==> src/rtl/seg_scan_ctrl_pkg.sv <==
// seg_scan_ctrl_pkg
// Shared display constants: default scan timing, FSM state encoding, the
// display configuration record held in the shadow/active registers, and the
// digit-suppression rule used by the scan controller.
`timescale 1ns/1ps
package seg_scan_ctrl_pkg;

   localparam int DIV_DEFAULT  = 50000;  // SHOW cycles per digit
   localparam int DEAD_DEFAULT = 2;      // all-off cycles before each digit
   localparam int DATA_W       = 16;     // four hex digits
   localparam int NDIG         = 4;
   localparam int CNT_W        = 20;     // holds DIV-1 for DIV up to 2^20

   typedef enum logic {
      ST_DEAD = 1'b0,
      ST_SHOW = 1'b1
   } scan_state_t;

   typedef struct packed {
      logic [DATA_W-1:0] data;
      logic [NDIG-1:0]   dp;
      logic [NDIG-1:0]   blank;
      logic              lzs;
   } disp_cfg_t;

   // A digit is dark when blanked, or when leading-zero suppression is on and
   // it and every digit to its left are zero. Digit 0 always survives lzs so
   // a zero value still shows "0".
   function automatic logic digit_suppressed(disp_cfg_t cfg, logic [1:0] idx);
      logic upper_zero;
      upper_zero = 1'b1;
      for (int k = 0; k < NDIG; k++) begin
         if (k >= int'(idx) && cfg.data[4*k +: 4] != 4'h0) upper_zero = 1'b0;
      end
      return cfg.blank[idx] | (cfg.lzs & (idx != 2'd0) & upper_zero);
   endfunction

endpackage

==> src/rtl/seg_scan_ctrl_if.sv <==
// seg_scan_ctrl_if
// Host-side load handshake plus display-side scan outputs of seg_scan_ctrl.
//   en, data, dp, blank, lzs, load : host -> controller
//   ready                          : controller -> host (load accepted when 1)
//   an, nibble, dp_n, frame_done   : controller -> display / host
// Modport slave is the controller, master is the host/bench.
`timescale 1ns/1ps
interface seg_scan_ctrl_if;
   import seg_scan_ctrl_pkg::*;

   logic              en;
   logic [DATA_W-1:0] data;
   logic [NDIG-1:0]   dp;
   logic [NDIG-1:0]   blank;
   logic              lzs;
   logic              load;
   logic              ready;
   logic [NDIG-1:0]   an;
   logic [3:0]        nibble;
   logic              dp_n;
   logic              frame_done;

   modport master (
      output en, data, dp, blank, lzs, load,
      input  ready, an, nibble, dp_n, frame_done
   );

   modport slave (
      input  en, data, dp, blank, lzs, load,
      output ready, an, nibble, dp_n, frame_done
   );

endinterface

==> src/rtl/seg_scan_ctrl.sv <==
// seg_scan_ctrl
// Four-digit multiplexed 7-segment scan controller. Each digit gets DEAD
// all-anodes-off cycles followed by DIV lit cycles; a frame is four digits.
// New display content is captured into a shadow register through a
// ready/load handshake and only becomes active at a frame boundary (or while
// scanning is disabled), so a frame never mixes old and new content.
// Ports:
//   clk  : system clock, rising edge
//   rst  : asynchronous active-high reset
//   bus  : seg_scan_ctrl_if.slave (handshake inputs, an/nibble/dp_n/frame_done)
`timescale 1ns/1ps
module seg_scan_ctrl
   import seg_scan_ctrl_pkg::*;
#(
   parameter int DIV  = DIV_DEFAULT,
   parameter int DEAD = DEAD_DEFAULT
) (
   input logic           clk,
   input logic           rst,
   seg_scan_ctrl_if.slave bus
);

   localparam logic [CNT_W-1:0] DIV_LAST  = CNT_W'(DIV - 1);
   localparam logic [CNT_W-1:0] DEAD_LAST = CNT_W'(DEAD - 1);

   scan_state_t      r_state;
   scan_state_t      w_state_nx;
   logic [1:0]       r_idx;
   logic [1:0]       w_idx_nx;
   logic [CNT_W-1:0] r_cnt;
   logic [CNT_W-1:0] w_cnt_nx;
   logic             w_phase_end;
   logic             w_boundary;

   logic             r_pending;
   disp_cfg_t        r_act;
   disp_cfg_t        r_shadow;
   logic [3:0]       r_nib_hold;

   logic             w_show;
   logic             w_lit;
   logic [3:0]       w_nib_cur;

   // ---------------------------------------------------------------- FSM
   always_ff @(posedge clk or posedge rst) begin
      if (rst) begin
         r_state <= ST_DEAD;
         r_idx   <= 2'd0;
         r_cnt   <= '0;
      end else begin
         r_state <= w_state_nx;
         r_idx   <= w_idx_nx;
         r_cnt   <= w_cnt_nx;
      end
   end

   always_comb begin
      w_state_nx  = r_state;
      w_idx_nx    = r_idx;
      w_cnt_nx    = r_cnt;
      w_phase_end = (r_state == ST_DEAD) ? (r_cnt == DEAD_LAST) : (r_cnt == DIV_LAST);
      w_boundary  = bus.en && (r_state == ST_SHOW) && (r_idx == 2'd3) && w_phase_end;
      if (!bus.en) begin
         // Disabled: park at the start of a frame so re-enable begins with DEAD of digit 0.
         w_state_nx = ST_DEAD;
         w_idx_nx   = 2'd0;
         w_cnt_nx   = '0;
      end else if (w_phase_end) begin
         w_cnt_nx = '0;
         if (r_state == ST_DEAD) begin
            w_state_nx = ST_SHOW;
         end else begin
            w_state_nx = ST_DEAD;
            w_idx_nx   = r_idx + 2'd1;
         end
      end else begin
         w_cnt_nx = r_cnt + 1'b1;
      end
   end

   // ---------------------------------------------------------------- shadow / active registers
   always_ff @(posedge clk or posedge rst) begin
      if (rst) begin
         r_pending <= 1'b0;
         r_act     <= '0;
         r_shadow  <= '0;
      end else if (r_pending && (w_boundary || !bus.en)) begin
         r_act     <= r_shadow;
         r_pending <= 1'b0;
      end else if (bus.load && !r_pending) begin
         r_shadow  <= '{data: bus.data, dp: bus.dp, blank: bus.blank, lzs: bus.lzs};
         r_pending <= 1'b1;
      end
   end

   // ---------------------------------------------------------------- output decode
   assign w_show    = (r_state == ST_SHOW);
   assign w_lit     = w_show && !digit_suppressed(r_act, r_idx);
   assign w_nib_cur = r_act.data[{r_idx, 2'b00} +: 4];

   // nibble keeps the last SHOW value through DEAD so the decoder input is stable.
   always_ff @(posedge clk or posedge rst) begin
      if (rst) begin
         r_nib_hold <= 4'h0;
      end else if (w_show) begin
         r_nib_hold <= w_nib_cur;
      end
   end

   assign bus.an         = w_lit ? ~(4'b0001 << r_idx) : 4'b1111;
   assign bus.nibble     = w_show ? w_nib_cur : r_nib_hold;
   assign bus.dp_n       = w_lit ? ~r_act.dp[r_idx] : 1'b1;
   assign bus.ready      = ~r_pending;
   assign bus.frame_done = w_boundary;

endmodule

==> src/flat_wrapper.sv <==
// flat-port wrapper written by rule: the top's interface ports become plain ports
module seg_scan_ctrl_flat import seg_scan_ctrl_pkg::*;
#(
   parameter int DIV  = DIV_DEFAULT,
   parameter int DEAD = DEAD_DEFAULT
)
  (clk, rst, bus_en, bus_data, bus_dp, bus_blank, bus_lzs, bus_load, bus_ready, bus_an, bus_nibble, bus_dp_n, bus_frame_done);
  seg_scan_ctrl_if bus_i ();
  input logic clk;
  input logic rst;
  input wire logic [$bits(bus_i.en)-1:0] bus_en;
  input wire logic [$bits(bus_i.data)-1:0] bus_data;
  input wire logic [$bits(bus_i.dp)-1:0] bus_dp;
  input wire logic [$bits(bus_i.blank)-1:0] bus_blank;
  input wire logic [$bits(bus_i.lzs)-1:0] bus_lzs;
  input wire logic [$bits(bus_i.load)-1:0] bus_load;
  output wire logic [$bits(bus_i.ready)-1:0] bus_ready;
  output wire logic [$bits(bus_i.an)-1:0] bus_an;
  output wire logic [$bits(bus_i.nibble)-1:0] bus_nibble;
  output wire logic [$bits(bus_i.dp_n)-1:0] bus_dp_n;
  output wire logic [$bits(bus_i.frame_done)-1:0] bus_frame_done;
  assign bus_i.en = bus_en;
  assign bus_i.data = bus_data;
  assign bus_i.dp = bus_dp;
  assign bus_i.blank = bus_blank;
  assign bus_i.lzs = bus_lzs;
  assign bus_i.load = bus_load;
  assign bus_ready = bus_i.ready;
  assign bus_an = bus_i.an;
  assign bus_nibble = bus_i.nibble;
  assign bus_dp_n = bus_i.dp_n;
  assign bus_frame_done = bus_i.frame_done;
  seg_scan_ctrl #(.DIV(DIV), .DEAD(DEAD)) u_core (.clk(clk), .rst(rst), .bus(bus_i));
endmodule
==> config.mk <==
export PLATFORM = sky130hd
export DESIGN_NAME = seg_scan_ctrl_flat
export DESIGN_NICKNAME = d
export VERILOG_FILES = /design/src/rtl/seg_scan_ctrl_pkg.sv /design/src/rtl/seg_scan_ctrl_if.sv /design/src/rtl/seg_scan_ctrl.sv /design/src/flat_wrapper.sv
export SDC_FILE = /design/constraint.sdc
export NUM_CORES = 1
export LEC_CHECK = 0
export CAP_MARGIN = 15
export CORE_ASPECT_RATIO = 1.1
export CORE_MARGIN = 8
export CORE_UTILIZATION = 50
export CTS_BUF_LIST = sky130_fd_sc_hd__clkbuf_16
export CTS_CLUSTER_DIAMETER = 60
export CTS_CLUSTER_SIZE = 16
export DETAILED_ROUTE_END_ITERATION = 8
export DONT_BUFFER_PORTS = 1
export GPL_TIMING_DRIVEN = 1
export PLACE_DENSITY = 0.8
export RECOVER_POWER = 50
export SLEW_MARGIN = 15
export SYNTH_ARGS = -nofsm -noshare
export SYNTH_HDL_FRONTEND = slang
export SYNTH_SLANG_ARGS = --single-unit
==> constraint.sdc <==
create_clock -name clk -period 2.8 [get_ports clk]
set_input_delay 0.56 -clock clk [delete_from_list [all_inputs] [get_ports clk]]
set_output_delay 0.56 -clock clk [all_outputs]
set_load 0.02 [all_outputs]
==> summary.md, run 1 <==
| Metric | Value |
|---|---|
| Status | `finished, violations left` |
| Failing checks | `max-capacitance violations, max-slew violations` |
| Setup slack at placement | `0.3236 ns` |
| Critical path class | `reg -> out` |
| Grt ovf | `0` |
| Post-Synth Adder-Cell Area | `0.01708` |
| Share of the synthesized area in the top cell type | `0.5330` |
| Post-route ant nets | `0` |
| CTS tree | `built` |
| Dominant combinational cell family by area after synthesis | `multiplexers` |
| Compound-Gate Fraction of Synth Area | `0.04066` |
| Vias/cell | `6.099` |
| Netlist cell types | `41` |
| Hold Path Class | `in -> reg` |
| Ys async rst share | `1.000` |
| Design area | `4079 µm²` |
| Routed WL per cell | `slightly below 20 µm` |
| Max transition margin | `-0.2202` |
| Via count | `between 2,000 and 2,500` |
| Drt pass-1 iters | `4` |
| Critical path endpoint category | `primary output` |
| Bufs on Longest Clock Path | `2` |
| Setup ws final | `0.09081 ns` |
| Root buf cell | `clkbuf_16` |
| Minimum clock period | `2.709 ns` |
| Worst-Margin Slew | `1.830 ns` |
| Tot Pwr | `3523 µW` |
| Multiplexer share of the synthesized area | `0.2234` |
| Final setup violation count | `0` |
| DR DRC count | `0` |
| Hold Violations, Final | `0` |
| Arr. time, crit path | `about 2.2 ns` |
| Clk sink count | `78` |
| Initial core utilization | `0.5197` |
| Core Rows | `32` |
| CP Max Fanout | `4` |
| Crit-path cells | `inv_2 > ha_1 > or4b_4 > o41a_1 > buf_4 > nand2_2` |
| Syn Nets | `312` |
| H-tree levels | `3` |
| Xor-xnor portion of the synthesized cell area | `0.03109` |
| Yosys Warn Count | `0` |
| Mapped Area | `3662 µm²` |
| Area delta synth->final | `11.38%` |
| Fraction of layout cells with a size suffix above 1 | `0.3391` |
| Synth Area in Simple Gates | `0.1158` |
| Num CTS Buffers | `9` |
| Area of the core | `7047 µm²` |
| Io pins | `40` |
| Skew-Pair Late Insertion Delay | `0.34 ns` |
| RD Place Congestion | `0.8320` |
| Critical path's slowest cell | `or4b_4` |
| Pleak | `between 0.0015 and 0.002 µW` |
| Crit share post-route | `0.9676` |
| TNS Setup | `0 ns` |
| Util after Layout | `0.5788` |
| Setup crit start kind | `flop` |
| VDD IR-drop max | `0.0006246 V` |
| Die span in y | `105.8 µm` |
| Initial antenna violation count | `0` |
| Most area-hungry cell type in the Yosys netlist | `dfrtp_1` |
| Nets | `318` |
| Total die area | `10,320 µm²` |
| IO Port Bufs | `0` |
| Top post-synthesis cells by area | `dfrtp_1 (53%), mux2_2 (10%), mux2_4 (8.2%), mux4_2 (3.7%), xnor2_1 (2.6%)` |
| Post-synth EDFFs | `0` |
| Worst Path Required | `2.24 ns` |
| Top FF cell, synth | `dfrtp_1` |
| Fmax | `369.1 MHz` |
| Clk slew on worst S/H paths | `0.06 ns` |
| Delay of the slowest critical-path stage | `about 0.48 ns` |
| Sequential area share after synthesis | `0.5330` |
| Vias in the first global route | `around 2,400` |
| Syn Inst Count | `278` |
| Max-cap violation count | `1` |
| Max-slew violations | `79` |
| Placement Cell Area | `3742 µm²` |
| RSZ-0062 raised after global routing | `no` |
| HPWL after detailed placement | `5010 µm` |
| Largest net degree at the start of global routing | `79` |
| First-pass GRT wire length | `12,210 µm` |
| Final WL | `7392 µm` |
| 1st-iter DRT viols | `approximately 120` |
| Yosys reg bits | `78` |
| PwrDens | `863.8 nW/µm²` |
| Global-route usage over all layers | `0.1454` |
| Chip Width | `~98 µm` |
| Mapped Avg Cell Area | `13.17 µm²` |
| Ant. Diodes | `0` |
| Layout Skew | `0.01495 ns` |
-- synthesized netlist by cell type (2+ instances only) --
cell type  instances
dfrtp_1           78
mux2_2            34
mux2_4            20
nor3_1            18
inv_1             11
nand3_1           11
nor4_1            11
xnor2_1           11
clkbuf_1          10
nand2_1           10
a211oi_1           6
mux4_2             6
ha_1               5
a21oi_1            3
nand4_1            3
nor2b_1            3
o21ai_0            3
o31ai_1            3
or2_2              3
or4_1              3
and3_1             2
buf_12             2
nor2_1             2
or3_1              2
xor2_1             2
-- worst paths after layout --
kind / from / endpoint / slack, ns / depth (start not counted)
worst max-delay path: u_core.r_idx[0] / bus_an[1] / 0.09 / 6
worst min-delay path: bus_dp[2] / u_core.r_shadow[7] / 0.37 / 1
worst max register to register: u_core.r_cnt[18] / u_core.r_act[23] / 0.54 / 5
worst min register to register: u_core.r_shadow[15] / u_core.r_act[15] / 0.51 / 1
max in group asynchronous: rst / u_core.r_cnt[10] / 0.94 / 2
min in group asynchronous: rst / u_core.r_cnt[4] / 0.76 / 2
-- cells by family (layout without fill, tap and decap cells) --
family                   after synthesis  after routing
adder cells (fa/ha/maj)                5              5
AO/OA/AOI/OAI                         21             21
buffers and inverters                 26             37
multiplexers                          60             60
flip-flops                            78             78
AND/OR/NAND/NOR                       75             75
XOR/XNOR                              13             13
-- metal layers --
metal	vias up	global-route usage	share of wire
li1	1033	-	-
met1	1187	0.1601	0.40
met2	54	0.2582	0.54
met3	7	0.04572	0.051
met4	0	0.04984	0.011
met5	-	0	0
-- what timing repair did --
item | in CTS | in global routing
hold buffers | 0 | 0
hold endpoints to repair | 0 | 0
setup buffers | 0 | 2
endpoints found under the setup margin | 4 | 5
resized for setup | 4 | 3
pin swaps | 1 | 3
-- cells in the final DEF, fill, tap and decap left out, types with 2 or more instances in the layout --
cell type	Yosys	layout
nand2_1	10	6
nor3_1	18	18
xor2_1	2	2
nand3_1	11	11
dfrtp_1	78	78
mux2_2	34	34
clkbuf_16	0	9
mux2_4	20	20
nand2_2	1	5
mux4_2	6	6
a211oi_1	6	6
or3_1	2	2
xnor2_1	11	11
nor2b_1	3	2
or2_2	3	3
bufinv_16	0	2
nor4_1	11	10
ha_1	5	5
inv_6	0	2
nand4_1	3	3
a21oi_1	3	3
o31ai_1	3	3
and3_1	2	2
nor2_1	2	2
o21ai_0	3	3
or4_1	3	3
buf_4	1	8
inv_1	11	11
-- report_power, final --
part           internal, µW  switching [µW]
combinational           389             278
clock                   783             463
sequential             1410             204
total                  2580             944
-- metrics by stage --
step / hold slack, ns / cells
floorplan: 0.4730 / 278
global placement: 0.4876 / 356
detailed placement: 0.4913 / 356
CTS: 0.2041 / 372
global route: 0.3628 / 374
finish: 0.3693 / 374
-- area by class of cell --
| class | count | area (µm²) |
|---|---|---|
| fillers | 540 | 2968 |
| multi-input cells | 174 | 1590 |
| repair buffers | 10 | 68.82 |
| inverters | 11 | 41.29 |
| well taps | 85 | 106.4 |
| clock buffers | 9 | 225.2 |
| clock inverters | 7 | 95.09 |
| flip-flops and latches | 78 | 1952 |
-- worst max-delay path, delay by kind of cell, from the launching register on --
family	cells	cell delay, ns
and+or+nand+nor	2	0.61
DFF	1	0.36
adders and majority gates	1	0.21
buffers and inverters	2	0.23
AOI/OAI and AO/OA	1	0.41
-- registers in the layout (all words and copies together), names as in the netlist --
signal,cells
u_core.r_nib_hold,4
u_core.r_idx,2
u_core.r_shadow,25
u_core.r_act,25
u_core.r_cnt,20
u_core.r_state,1
u_core.r_pending,1
(Power assumes the default switching activity.)
==> run 2: changes to the inputs <==
--- a/config.mk
+++ b/config.mk
@@ -5,17 +5,16 @@
 export SDC_FILE = /design/constraint.sdc
 export NUM_CORES = 1
 export LEC_CHECK = 0
-export CAP_MARGIN = 15
+export CAP_MARGIN = 20
 export CORE_ASPECT_RATIO = 1.1
 export CORE_MARGIN = 8
-export CORE_UTILIZATION = 50
+export CORE_UTILIZATION = 40
 export CTS_BUF_LIST = sky130_fd_sc_hd__clkbuf_16
 export CTS_CLUSTER_DIAMETER = 60
 export CTS_CLUSTER_SIZE = 16
 export DETAILED_ROUTE_END_ITERATION = 8
 export DONT_BUFFER_PORTS = 1
-export GPL_TIMING_DRIVEN = 1
-export PLACE_DENSITY = 0.8
+export PLACE_DENSITY = 0.68
 export RECOVER_POWER = 50
 export SLEW_MARGIN = 15
 export SYNTH_ARGS = -nofsm -noshare
==> run 2 against run 1 <==
Compared with the run above: clock power barely moved; critical path type unchanged; register-to-register slack improved by 0.02 ns; total power fell by 1.4%; cell count rose by 7.5%; critical endpoint is now bus_dp_n; utilization fell by 12 points; maximum frequency barely moved; the run still ends with max-capacitance violations, max-slew violations left; largest cell class unchanged; worst hold slack improved by 0.0056 ns; highest routed layer unchanged; combinational power fell by 2%.
==> summary.md, run 2 (synthesis results as in run 1) <==
| Metric | Value |
|---|---|
| R2R Path Start | `u_core.r_state` |
| Worst reg2reg path endpoint | `u_core.r_act[9]` |
| Vias/cell | `5.590` |
| Worst Path Required | `2.24 ns` |
| Max-slew violations | `between 70 and 80` |
| Commonest non-fill, non-tap cell in the layout | `dfrtp_1` |
| TNS Setup | `0 ns` |
| IO Port Bufs | `0` |
| RD Place Congestion | `0.7940` |
| Initial core utilization | `0.4127` |
| CP Capture Point | `bus_dp_n` |
| Placed Instances | `384` |
| Chip Width | `107.2 µm` |
| Drt pass-1 iters | `4` |
| Bufs on Longest Clock Path | `2` |
| Minimum clock period | `around 2.7 ns` |
| Ant. Diodes | `0` |
| Largest net degree at the start of global routing | `79` |
| Crit-path cells | `buf_4 > mux4_2 > nor2b_1 > o41a_1 > nand2_2` |
| Post-CTS Hold Buffers | `0` |
| Area delta synth->final | `12.33%` |
| Critical path's slowest cell | `mux4_2` |
| VDD IR-drop max | `0.0004874 V` |
| Top Registers | `u_core.r_act (25), u_core.r_shadow (25), u_core.r_cnt (20)` |
| Most frequent cells in the layout | `dfrtp_1 (78), mux2_2 (34), mux2_4 (20)` |
| Final setup violation count | `0` |
| Core Rows | `36` |
| Max transition margin | `-0.2505` |
| Fraction of layout cells with a size suffix above 1 | `0.3403` |
| PwrDens | `about 840 nW/µm²` |
| Setup crit start kind | `flop` |
| Reg2Reg Depth | `5` |
| Root buf cell | `clkbuf_16` |
| Skew-Pair Late Insertion Delay | `0.33 ns` |
| Area of the core | `between 8000 and 9000 µm²` |
| Setup slack at placement | `0.3004 ns` |
| Clk sink count | `78` |
| Crit. Startpoint | `u_core.r_idx[0]` |
| Status | `finished, violations left` |
| Layout Skew | `0.004812 ns` |
| 1st-iter DRT viols | `around 140` |
| Nets | `317` |
| Global-route usage over all layers | `0.1242` |
| Delay of the slowest critical-path stage | `0.54 ns` |
| Io pins | `40` |
| Num CTS Buffers | `9` |
| Failing checks | `max-capacitance violations, max-slew violations` |
| Vias in the first global route | `2,378` |
| Total die area | `12,480 µm²` |
| Arr. time, crit path | `2.15 ns` |
| Crit share post-route | `0.9682` |
| Worst-Margin Slew | `1.876 ns` |
| Final Non-Filler Cells | `about 400` |
| Grt ovf | `0` |
| Hold Violations, Final | `0` |
| Design area | `4114 µm²` |
| Via count | `2,247` |
| Die span in y | `116.4 µm` |
| Setup ws final | `0.08904 ns` |
| Critical path endpoint category | `primary output` |
| Fmax | `around 370 MHz` |
| Initial antenna violation count | `0` |
| Routed WL per cell | `18.07 µm` |
| CTS tree | `built` |
| RSZ-0062 raised after global routing | `no` |
| HPWL after detailed placement | `around 5100 µm` |
| R2r setup slk | `about 0.56 ns` |
| Final WL | `7266 µm` |
| H-tree levels | `3` |
| CP Max Fanout | `9` |
| Max-cap violation count | `1` |
| Tot Pwr | `~3500 µW` |
| Pleak | `0.001669 µW` |
| Clk slew on worst S/H paths | `around 0.060 ns` |
| Post-route ant nets | `0` |
| Hold Path Class | `in -> reg` |
| Critical path class | `reg -> out` |
| First-pass GRT wire length | `12,220 µm` |
| DR DRC count | `0` |
| Placement Cell Area | `3771 µm²` |
-- run 2: worst min path at each step --
| stage | from | endpoint | slack, ns | cells after the start |
|---|---|---|---|---|
| 5_1_grt | bus_data[8] | u_core.r_shadow[17] | 0.36 | 1 |
| 3_3_place_gp | u_core.r_shadow[17] | u_core.r_act[17] | 0.49 | 1 |
| 6_report | bus_data[9] | u_core.r_shadow[18] | 0.37 | 1 |
| 3_5_place_dp | u_core.r_act[3] | u_core.r_act[3] | 0.49 | 1 |
| 4_1_cts | rst | u_core.r_cnt[11] | 0.22 | 2 |
| 2_1_floorplan | u_core.r_act[0] | u_core.r_act[0] | 0.47 | 1 |
-- run 2: cell type report --
type / instances / area, µm²
Fill cell: 766 / 4760
Sequential cell: 78 / 1952
Multi-Input combinational cell: 174 / 1603
Clock buffer: 9 / 225.2
Tap cell: 114 / 142.6
Clock inverter: 7 / 88.84
Timing Repair Buffer: 9 / 61.31
Inverter: 11 / 41.29
-- run 2: routing by layer --
metal,track usage,routed length [µm],vias up
met5,0,0,-
met4,0.06385,152,0
met3,0.03035,284,12
met2,0.2036,3719,50
met1,0.1488,3109,1156
li1,-,-,1029
-- run 2: repair_timing --
item / 4_1_cts / 5_1_grt
buffers inserted: 0 / 2
endpoints found under the setup margin: 4 / 5
resized for setup: 4 / 6
pin swaps: 1 / 5
-- run 2: through the flow --
stage          hold WS [ns]  utilization
4_1_cts              0.2163       0.4615
3_3_place_gp         0.4861       0.4250
5_1_grt              0.3614       0.4636
2_1_floorplan        0.4730            -
3_5_place_dp         0.4902       0.4250
6_report             0.3749       0.4636
-- run 2: worst max-delay path: cells and delay by family (launching register included) --
family | cells | cell delay (ns)
multiplexers | 1 | 0.54
flip-flops | 1 | 0.36
AO/OA/AOI/OAI | 1 | 0.36
AND/OR/NAND/NOR | 2 | 0.35
buffers and inverters | 1 | 0.21
-- run 2: power by group --
part           internal (µW)  switching [µW]  leakage, µW
sequential              1410             188     0.000963
combinational            382             270     0.000551
clock                    775             450     0.000155
total                   2560             908      0.00167
==> run 3: changes to the inputs <==
--- a/config.mk
+++ b/config.mk
@@ -5,6 +5,7 @@
 export SDC_FILE = /design/constraint.sdc
 export NUM_CORES = 1
 export LEC_CHECK = 0
+export ABC_CLOCK_PERIOD_IN_PS = 2800
 export CAP_MARGIN = 20
 export CORE_ASPECT_RATIO = 1.1
 export CORE_MARGIN = 8
@@ -16,6 +17,7 @@
 export DONT_BUFFER_PORTS = 1
 export PLACE_DENSITY = 0.68
 export RECOVER_POWER = 50
+export SKIP_LAST_GASP = 1
 export SLEW_MARGIN = 15
 export SYNTH_ARGS = -nofsm -noshare
 export SYNTH_HDL_FRONTEND = slang
==> results of run 3 <==
Final layout, timing and power as in run 2 (identical DEF).
